**src/rtl/uart_sched_pkg.sv**
```systemverilog
// Shared types and helpers for the UART transmit scheduler: FSM state encoding,
// frame constants and the frame checksum.
package uart_sched_pkg;

    typedef enum logic [2:0] {IDLE, SYNC, ID, DATA, CSUM} sched_state_t;

    localparam logic [7:0] DEFAULT_SYNC = 8'hA5;
    localparam int         ID_W         = 4;

    // Plain 8-bit XOR, no carry, so the receiver can check it byte by byte.
    function automatic logic [7:0] frame_csum(input logic [7:0] sync,
                                              input logic [7:0] id,
                                              input logic [7:0] data);
        return sync ^ id ^ data;
    endfunction

endpackage

```
**src/rtl/rr_arbiter.sv**
```systemverilog
// Combinational round-robin arbiter: grants the first active request found
// searching upward from ptr, wrapping at N.
module rr_arbiter #(
    parameter int N = 4
) (
    input  logic [N-1:0]         req,
    input  logic [$clog2(N)-1:0] ptr,
    input  logic                 en,
    output logic [N-1:0]         gnt,
    output logic [$clog2(N)-1:0] gnt_idx
);

    localparam int IW = $clog2(N);

    int   idx;
    logic found;

    always_comb begin
        gnt     = '0;
        gnt_idx = '0;
        found   = 1'b0;
        idx     = 0;
        for (int k = 0; k < N; k++) begin
            idx = int'(ptr) + k;
            if (idx >= N) idx = idx - N;
            if (en && !found && req[idx]) begin
                found        = 1'b1;
                gnt[idx]     = 1'b1;
                gnt_idx      = IW'(idx);
            end
        end
    end

endmodule

```
**src/rtl/uart_tx_scheduler.sv**
```systemverilog
// Shares one uart_tx between N_REQ requesters; each granted byte is sent as a
// SYNC, ID, DATA, CSUM frame so the receiver can demux by source.
module uart_tx_scheduler
    import uart_sched_pkg::*;
#(
    parameter int          N_REQ     = 4,
    parameter logic [7:0]  SYNC_BYTE = DEFAULT_SYNC
) (
    input  logic                 clk,
    input  logic                 rst,
    input  logic [N_REQ-1:0]     req_valid,
    input  logic [8*N_REQ-1:0]   req_data,
    output logic [N_REQ-1:0]     req_ready,
    output logic [7:0]           tx_data,
    output logic                 tx_valid,
    input  logic                 tx_ready,
    output logic                 busy,
    output logic [ID_W-1:0]      grant_id
);

    localparam int PTR_W = $clog2(N_REQ);

    sched_state_t      state_q, state_d;
    logic [7:0]        tx_data_q, tx_data_d;
    logic              tx_valid_q, tx_valid_d;
    logic [ID_W-1:0]   grant_id_q, grant_id_d;
    logic [PTR_W-1:0]  rr_ptr_q, rr_ptr_d;
    logic [7:0]        data_q, data_d;

    logic [N_REQ-1:0]  gnt;
    logic [PTR_W-1:0]  gnt_idx;
    logic              hs;

    // Grants only in IDLE, and never while reset is asserted.
    rr_arbiter #(.N(N_REQ)) u_arb (
        .req     (req_valid),
        .ptr     (rr_ptr_q),
        .en      ((state_q == IDLE) && rst),
        .gnt     (gnt),
        .gnt_idx (gnt_idx)
    );

    assign hs = tx_valid_q & tx_ready;

    always_comb begin
        state_d    = state_q;
        tx_data_d  = tx_data_q;
        tx_valid_d = tx_valid_q;
        grant_id_d = grant_id_q;
        rr_ptr_d   = rr_ptr_q;
        data_d     = data_q;
        case (state_q)
            IDLE: begin
                if (|gnt) begin
                    data_d     = req_data[8*int'(gnt_idx) +: 8];
                    grant_id_d = ID_W'(gnt_idx);
                    rr_ptr_d   = (int'(gnt_idx) == N_REQ-1) ? '0 : gnt_idx + 1'b1;
                    state_d    = SYNC;
                    tx_valid_d = 1'b1;
                    tx_data_d  = SYNC_BYTE;
                end
            end
            SYNC: if (hs) begin
                state_d   = ID;
                tx_data_d = {4'h0, grant_id_q};
            end
            ID: if (hs) begin
                state_d   = DATA;
                tx_data_d = data_q;
            end
            DATA: if (hs) begin
                state_d   = CSUM;
                tx_data_d = frame_csum(SYNC_BYTE, {4'h0, grant_id_q}, data_q);
            end
            CSUM: if (hs) begin
                state_d    = IDLE;
                tx_valid_d = 1'b0;
                tx_data_d  = '0;
            end
            default: begin
                state_d    = IDLE;
                tx_valid_d = 1'b0;
                tx_data_d  = '0;
            end
        endcase
    end

    always_ff @(posedge clk or negedge rst) begin
        if (!rst) begin
            state_q    <= IDLE;
            tx_data_q  <= '0;
            tx_valid_q <= 1'b0;
            grant_id_q <= '0;
            rr_ptr_q   <= '0;
            data_q     <= '0;
        end else begin
            state_q    <= state_d;
            tx_data_q  <= tx_data_d;
            tx_valid_q <= tx_valid_d;
            grant_id_q <= grant_id_d;
            rr_ptr_q   <= rr_ptr_d;
            data_q     <= data_d;
        end
    end

    assign req_ready = gnt;
    assign tx_data   = tx_data_q;
    assign tx_valid  = tx_valid_q;
    assign busy      = (state_q != IDLE);
    assign grant_id  = grant_id_q;

endmodule

```
**config.mk**
```make
export PLATFORM = sky130hd
export DESIGN_NAME = uart_tx_scheduler
export DESIGN_NICKNAME = d
export VERILOG_FILES = /design/src/rtl/uart_sched_pkg.sv /design/src/rtl/rr_arbiter.sv /design/src/rtl/uart_tx_scheduler.sv
export SDC_FILE = /design/constraint.sdc
export NUM_CORES = 1
export LEC_CHECK = 0
export CAP_MARGIN = 40
export CORE_MARGIN = 2
export CORE_UTILIZATION = 49
export DETAILED_ROUTE_END_ITERATION = 16
export PLACE_DENSITY_LB_ADDON = 0.25
export SYNTH_ARGS = -nofsm -noshare
export SYNTH_HDL_FRONTEND = slang
export SYNTH_SLANG_ARGS = --single-unit
```
**constraint.sdc**
```tcl
create_clock -name clk -period 3.55 [get_ports clk]
set_clock_uncertainty 0.1 [all_clocks]
set_input_delay 0.71 -clock clk [delete_from_list [all_inputs] [get_ports clk]]
set_output_delay 0.71 -clock clk [all_outputs]
set_load 0.01 [all_outputs]
```
# After elaboration in Yosys (flattened, before gate mapping)
# Index checks and enable logic that the tools add are counted.
# Widths: inputs -> output; s select.
# op_classes
add_sub_neg,8
order_cmp,12
eq_ne,10
n_shift,1
muxes,51
bitwise_logic,7
n_reduce_logical,22
# op_table
cell,count
$ge 32x1->1 const B,4
$lt 32x4->1 const B,4
$mux 32,4
$ge 32x4->1 const B,3
$sub 32x4->32 const B,3
$mux 8,5
$pmux 8 s5,1
$shiftx 32x6->8,1
$mux 1,17
$mux 4,4
$mux 3,5
$pmux 3 s5,1
$logic_and 1x1->1,12
$or 4x4->4,3
$mux 2,5
$bmux 1 s2,4
$demux 1 s2,4
$ne 2x2->1 const B,4
$xor 8x8->8,1
$add 2x2->3 const B,2
$eq 3x2->1 const B,2
$reduce_and 5->1,1
$not 1->4,1
$reduce_or 4->1,1
17 further kinds,19
# totals
ff_bits,24
input_bits,39
out_inout_bits,18

# Longest topological paths before layout
# Gate-level depths: netlist of the first run.
# depth
depth_word,22
ltp_mapped,11

# Cells and area by module
# Synthesis of the first run repeated with hierarchy kept, for this count alone.
# hier_totals
hier_cells,181
area_unflattened_um2,1910.6
# by_module_without_submodules
mod,instances,cells_per_inst,area_each_um2,seq_area_each_um2
uart_tx_scheduler,1,123,1428.9,600.6
rr_arbiter,1,58,481.7,0.0

# Least setup slack after synthesis of the first run
# OpenSTA, ideal clock, no wires.
# synth_timing
path_type,register -> output
start,register rr_ptr_q[0]
end,output req_ready[1]
arrival_ns,2.174
t_required_ns,2.740
setup_slack_ns,0.566
path_stages_with_launch,8
n_path_buf,2
cell_sequence,dfrtp_1 -> buf_6 -> inv_1 -> ha_1 -> mux4_2 -> buf_2 -> or3_4 -> o21ai_0
# synth_between
elab_chain_len,19
# synth_lines
element,line,rtl
start: declaration,uart_tx_scheduler.sv:27,"logic [PTR_W-1:0] rr_ptr_q, rr_ptr_d;"
start signal: assignment,uart_tx_scheduler.sv:101,rr_ptr_q <= rr_ptr_d;
"parallel branches: the longest is 18 deep, another holds $sub 32x4->32",-,
$mux 4 (*),rr_arbiter.sv:26,if (en && !found && req[idx]) begin
end: declaration,uart_tx_scheduler.sv:13,"output logic [N_REQ-1:0] req_ready,"
# Every way passes the cells marked *. The select of a mux whose other input is x is not followed.

# Worst setup path after layout of the first run
# layout_timing
start,input req_valid[1]
end,output req_ready[3]
# layout_between
elab_chain_len,17
# layout_lines
element,line,rtl
start: declaration,uart_tx_scheduler.sv:11,"input logic [N_REQ-1:0] req_valid,"
$bmux 1 s2,rr_arbiter.sv:26,
$mux 1 (not written as such) (2 in series),rr_arbiter.sv:26,
$logic_and 1x1->1,rr_arbiter.sv:26,
$mux 1,rr_arbiter.sv:26,
$logic_not 1->1,rr_arbiter.sv:26,
$logic_and 1x1->1 (2 in series),rr_arbiter.sv:26,
$mux 1,rr_arbiter.sv:26,
$logic_not 1->1,rr_arbiter.sv:26,
$logic_and 1x1->1 (2 in series),rr_arbiter.sv:26,
$mux 1,rr_arbiter.sv:26,
$logic_not 1->1,rr_arbiter.sv:26,
$logic_and 1x1->1 (2 in series),rr_arbiter.sv:26,
$mux 4 (*),rr_arbiter.sv:26,
# Every way passes the cells marked *; elsewhere a longest branch is shown, timed or not. The select of a mux whose other input is x is not followed.

==> results of run 1 <==
## layer usage
layer / track usage / routed length, um / vias to the layer above
met2: 0.371 / 2600 / 59
met3: 0.0233 / 201 / 7
met1: 0.298 / 2410 / 969
met4: 0.0577 / 67 / 0
met5: 0 / 0 / -
li1: - / - / 993
## state kept, by name, summed over array words and instances (netlist names)
| name | count |
|---|---|
| data_q | 8 |
| tx_valid | 1 |
| grant_id | 2 |
| state_q | 3 |
| tx_data | 8 |
| rr_ptr_q | 2 |
## power by group through the flow
stage	sequential, mW	clock, mW	combinational [mW]
2_1_floorplan	0.494	0	0.863
3_3_place_gp	0.465	0	1.25
3_5_place_dp	0.470	0	1.28
4_1_cts	0.466	0.188	1.30
5_1_grt	0.479	0.200	1.42
6_report	0.466	0.187	1.30
## repair_timing
item | in CTS | in global routing
buffers inserted | 1 | 0
cloned | 0 | 0
setup endpoints to repair | 4 | 1
gates resized for setup | 6 | 1
## worst register-to-register path, stage by stage (launching register included)
cell and delay (ns):
dfrtp_1 0.39, inv_1 0.19, ha_1 0.33, mux4_2 0.33
buf_4 0.20, nor2b_1 0.16, nand3_1 0.36, and3_1 0.32
a221oi_1 0.37, o31ai_2 0.11
## stage by stage
step	total power, mW	std cells	worst slack, ns	utilization	TNS [ns]
after detailed placement	1.75	333	-0.154	0.674	-0.532
after floorplan	1.36	232	0.566	-	0
after CTS	1.95	338	0.0526	0.690	0
final	1.95	338	0.0695	0.690	0
after global routing	2.10	338	0.00650	0.690	0
after global placement	1.72	333	-0.0862	0.674	-0.274
## kinds of logic (layout without fill, tap and decap cells)
logic type	after synthesis	after routing	share of synthesized area
AO/OA/AOI/OAI	69	69	0.280
XOR/XNOR	6	6	0.0249
adder cells (fa/ha/maj)	8	8	0.0474
buffers and inverters	25	81	0.0640
flip-flops	24	24	0.285
multiplexers	10	10	0.0759
other	1	2	0.00178
AND/OR/NAND/NOR	88	88	0.221
## worst paths after layout
path                       depth (start not counted)           end
min                                                2     data_q[6]
max in group asynchronous                          2     data_q[6]
max reg2reg                                        9     data_q[2]
min in group asynchronous                          2    state_q[0]
min reg2reg                                        2     data_q[6]
max                                                7  req_ready[3]
## layout make-up
type	count	area, um^2
Clock buffer	4	55.1
Fill cell	336	1270
Inverter	4	15.0
Multi-Input combinational cell	183	1390
Sequential cell	24	601
Tap cell	50	62.6
Timing Repair Buffer	73	692
## layout by cell type, fill, tap and decap left out, types with 3 or more instances in the layout
cell type / n
xor2_1: 4
a31o_1: 3
o211ai_1: 4
nand2_1: 37
o31ai_1: 5
dfrtp_1: 24
a21oi_1: 5
inv_1: 4
a221oi_1: 8
clkbuf_8: 4
nor2_1: 8
nand3b_1: 4
ha_1: 8
nand3_1: 4
a221oi_2: 8
a32oi_1: 6
o31ai_2: 3
mux4_2: 4
and3_1: 17
clkdlybuf4s50_1: 50
o21ai_0: 6
mux2i_1: 4
buf_4: 18
o22ai_1: 5
a22oi_1: 4
dlygate4sd2_1: 3
o21ai_1: 3
==> summary.md, run 1 <==
| Metric | Value |
|---|---|
| GRT Total Usage | `0.219` |
| Largest net degree at the start of global routing | `32` |
| Vias in the first global route | `about 1,900` |
| Synth area leaders | `dfrtp_1 28%, nand2_1 6.6%, a221oi_2 5.7%` |
| Via count | `2,028` |
| Comb pwr share | `0.665` |
| Clk Latency, worst-skew pair | `0.27 ns` |
| CTS Buf Count | `3` |
| Port-buffer cells | `54` |
| Crit path cell chain | `clkdlybuf4s50_1, mux4_2, buf_4, nand3b_1, a21oi_2, o21bai_1, clkdlybuf4s15_1` |
| Fin area | `0.00282 mm^2` |
| Total number of placement rows | `23` |
| Normalized max-slew margin | `0.595` |
| Post-synth ARST share | `1.00` |
| CP max-delay cell | `mux4_2` |
| Congestion Overflow GR | `0` |
| Cts hold-fix bufs | `0` |
| Pre-Repair DR Iteration Count | `4` |
| Min-delay src | `data_q[6]` |
| P_int | `1.10 mW` |
| Tmin final | `3.48 ns` |
| # diodes | `0` |
| Leakage | `between 1 and 1.5 nW` |
| Total wire length | `roughly 5300 um` |
| Clock power frac | `0.096` |
| DR DRC count | `0` |
| Crit path kind | `input port to output pin` |
| Top-area cell type share of the netlist area | `0.285` |
| Syn-to-layout area delta | `33.6%` |
| Final ANT Viol Nets | `0` |
| Routability congestion estimate | `0.805` |
| First-pass GRT wire length | `8880 um` |
| Power Dens Cells | `692 mW/mm^2` |
| Commonest cells in the netlist | `37 x nand2_1, 24 x dfrtp_1, 17 x and3_1` |
| Worst Hold Class | `flip-flop to flip-flop` |
| Buffers & Inverters on Critical Path | `3` |
| Dominant synthesized flop cell | `dfrtp_1` |
| Via density | `6.00` |
| Sw Share | `0.439` |
| RSZ-0062 raised after global routing | `false` |
| Initial DRC count | `152` |
| Cells after Synth | `231` |
| Die Span Y | `69.6 um` |
| Worst IR Drop VDD | `0.293 mV` |
| Clk slew on worst S/H paths | `about 0.080 ns` |
| Clock Sinks | `24` |
| Fmax | `around 290 MHz` |
| Setup crit start kind | `input port` |
| Crit path from | `req_valid[1]` |
| Die W | `69.6 um` |
| EDFF count, synth | `0` |
| Net switching power | `856 uW` |
| Initial Util | `0.517` |
| Die area | `slightly below 0.005 mm^2` |
| Final period util | `0.980` |
| Net count, final | `approximately 340` |
| Average cell area after synthesis | `9.14 um^2` |
| CP Data Required Time | `2.74 ns` |
| FF-to-FF Start | `rr_ptr_q[1]` |
| Largest stage delay, worst path | `about 0.54 ns` |
| H-tree levels | `1` |
| Seq pwr share | `0.239` |
| Initial antenna violation count | `0` |
| Flop2flop setup slack | `0.58 ns` |
| CP Data Arrival Time | `2.67 ns` |
| Outcome | `complete, no violations` |
| WL per Instance | `15.6 um` |
| Synth Register Bits | `24` |
| Final setup vio count | `0` |
| Top delay family on crit path | `buffers and inverters` |
| Synth cell types | `51` |
| Register area share after synthesis | `0.285` |
| CORE AREA | `0.00409 mm^2` |
| Crit path max fanout | `5` |
| Post-DP HPWL | `3860 um` |
| Worst setup EP type | `output pin` |
| Placed inst area | `0.00275 mm^2` |
| Final hold slack | `0.410 ns` |
| Max-slew violations | `0` |
| Maximum buffer depth of the clock tree | `2` |
| Cell Area, Synth | `0.00211 mm^2` |
| CTS root buf | `clkbuf_8` |
| Layout cells sized above 1 | `0.174` |
| TritonCTS clock tree | `yes` |
| Count leader, synth | `nand2_1` |
| Fin. Hold Viols | `0` |
| YS warnings | `0` |
| I/O pin count | `57` |
| Tightest Pin Transition | `0.608 ns` |
| MaxCap Viol Count | `0` |
| Area leader, netlist | `dfrtp_1` |
No activity file was read; power rests on OpenSTA's default activity.
==> inputs of run 2 (changes only) <==
SETUP_SLACK_MARGIN = 0.5   (was default)
==> summary.md, run 2 (synthesis gave the netlist of run 1 again) <==
| Metric | Value |
|---|---|
| CORE AREA | `0.00409 mm^2` |
| Fin. Hold Viols | `0` |
| Total wire length | `5340 um` |
| Routability congestion estimate | `between 0.8 and 0.9` |
| Worst IR Drop VDD | `0.286 mV` |
| Initial DRC count | `around 160` |
| Sw Share | `0.438` |
| Initial Util | `0.517` |
| Final hold slack | `approximately 0.42 ns` |
| Die area | `roughly 0.0048 mm^2` |
| Post-place setup slack | `-0.154 ns` |
| Final period util | `0.839` |
| Setup crit start kind | `flip-flop` |
| Most common cell on crit path | `buf_6` |
| Commonest cells after routing, fill and taps aside | `45 x clkdlybuf4s50_1, 37 x nand2_1, 24 x dfrtp_1, 17 x and3_1, 16 x buf_4` |
| # diodes | `0` |
| Commonest non-fill, non-tap cell in the layout | `clkdlybuf4s50_1` |
| Clk Latency, worst-skew pair | `0.26 ns` |
| First-pass GRT wire length | `about 9000 um` |
| Clock power frac | `0.094` |
| Comb pwr share | `0.669` |
| Post-route setup TNS | `0 ns` |
| Tmin final | `2.98 ns` |
| Largest net degree at the start of global routing | `32` |
| H-tree levels | `1` |
| RSZ-0062 raised after global routing | `false` |
| DP Cell Count | `333` |
| Finished Core Util | `0.690` |
| Tightest Pin Transition | `between 0.5 and 0.6 ns` |
| Fillers | `338` |
| Syn-to-layout area delta | `33.6%` |
| DR DRC count | `0` |
| Crit path cell chain | `buf_6, mux4_2, buf_6, nand3b_1, a21oi_2, o21bai_1, buf_2` |
| Die W | `69.6 um` |
| Seq pwr share | `0.237` |
| Net switching power | `864 uW` |
| Worst Hold Class | `flip-flop to flip-flop` |
| Die Span Y | `about 70 um` |
| CTS root buf | `clkbuf_8` |
| Worst setup EP type | `output pin` |
| Leakage | `1.19 nW` |
| Layout cells sized above 1 | `0.218` |
| Pre-Repair DR Iteration Count | `4` |
| Via count | `roughly 2,000` |
| Initial antenna violation count | `0` |
| Normalized max-slew margin | `0.606` |
| Maximum buffer depth of the clock tree | `2` |
| Max-slew violations | `0` |
| Post-DP HPWL | `3860 um` |
| Port-buffer cells | `54` |
| Power Dens Cells | `700 mW/mm^2` |
| Cts hold-fix bufs | `0` |
| Total number of placement rows | `23` |
| Fmax | `between 300 and 400 MHz` |
| Top delay family on crit path | `multiplexers` |
| Vias in the first global route | `1,880` |
| P_int | `1.11 mW` |
| Final non-filler cell total | `339` |
| Crit path kind | `flip-flop to output pin` |
| Net count, final | `337` |
| GRT Total Usage | `0.217` |
| TritonCTS clock tree | `yes` |
| MaxCap Viol Count | `0` |
| Clock Sinks | `24` |
| Crit path max fanout | `7` |
| CP max-delay cell | `mux4_2` |
| Via density | `between 5 and 6` |
| Buffers & Inverters on Critical Path | `3` |
| WL per Instance | `15.8 um` |
| CP Data Required Time | `2.74 ns` |
| Congestion Overflow GR | `0` |
| Clk slew on worst S/H paths | `0.08 ns` |
| CP Data Arrival Time | `2.17 ns` |
| Outcome | `complete, no violations` |
| Final setup vio count | `0` |
| CTS Buf Count | `3` |
| Largest stage delay, worst path | `0.56 ns` |
| Final ANT Viol Nets | `0` |
| Worst Slack Setup Final | `0.572 ns` |
| I/O pin count | `57` |
==> run 2: path summary, 6_finish.rpt <==
check,from,end,slack (ns),cells past startpoint
min,data_q[1],data_q[1],0.42,2
max in group asynchronous,rst,tx_data[5],2.64,2
max,rr_ptr_q[1],req_ready[3],0.57,7
min in group asynchronous,rst,state_q[0],0.48,2
min reg2reg,data_q[1],data_q[1],0.42,2
max reg2reg,rr_ptr_q[0],data_q[2],0.66,9
==> run 2: tightest hold or removal path, stage by stage (launching register included) <==
cell     delay [ns]
dfrtp_1        0.35
nand2_1        0.07
o31ai_2        0.06
==> run 2: routing by layer <==
metal  global-route usage  vias up  share of wire
met5                    0        -              0
met4               0.0534        0         0.0092
met3               0.0218        4          0.042
met2                0.369       62           0.50
met1                0.298      962           0.45
li1                     -      997              -
==> run 2: cell type report <==
type                            count  area [um^2]  share of cell area
Clock buffer                        4         55.1              0.0195
Inverter                            4         15.0             0.00532
Multi-Input combinational cell    183         1410               0.501
Sequential cell                    24          601               0.213
Tap cell                           50         62.6              0.0222
Timing Repair Buffer               74          673               0.239
==> run 2: power by group through the flow <==
stage / Sequential (mW) / Combinational (mW) / Clock, mW
2_1_floorplan: 0.494 / 0.863 / 0
3_3_place_gp: 0.465 / 1.25 / 0
3_5_place_dp: 0.470 / 1.28 / 0
4_1_cts: 0.467 / 1.30 / 0.188
5_1_grt: 0.481 / 1.45 / 0.202
6_report: 0.469 / 1.32 / 0.186
==> run 2: repair_timing <==
action,4_1_cts,5_1_grt
setup buffers,2,0
pin swaps,3,1
endpoints found under the setup margin,16,7
resized for setup,34,8
==> run 2: metrics by stage <==
| step | total power [mW] | area, um^2 |
|---|---|---|
| 2_1_floorplan | 1.36 | 2110 |
| 3_3_place_gp | 1.72 | 2750 |
| 3_5_place_dp | 1.75 | 2750 |
| 4_1_cts | 1.96 | 2820 |
| 5_1_grt | 2.13 | 2820 |
| 6_report | 1.97 | 2820 |
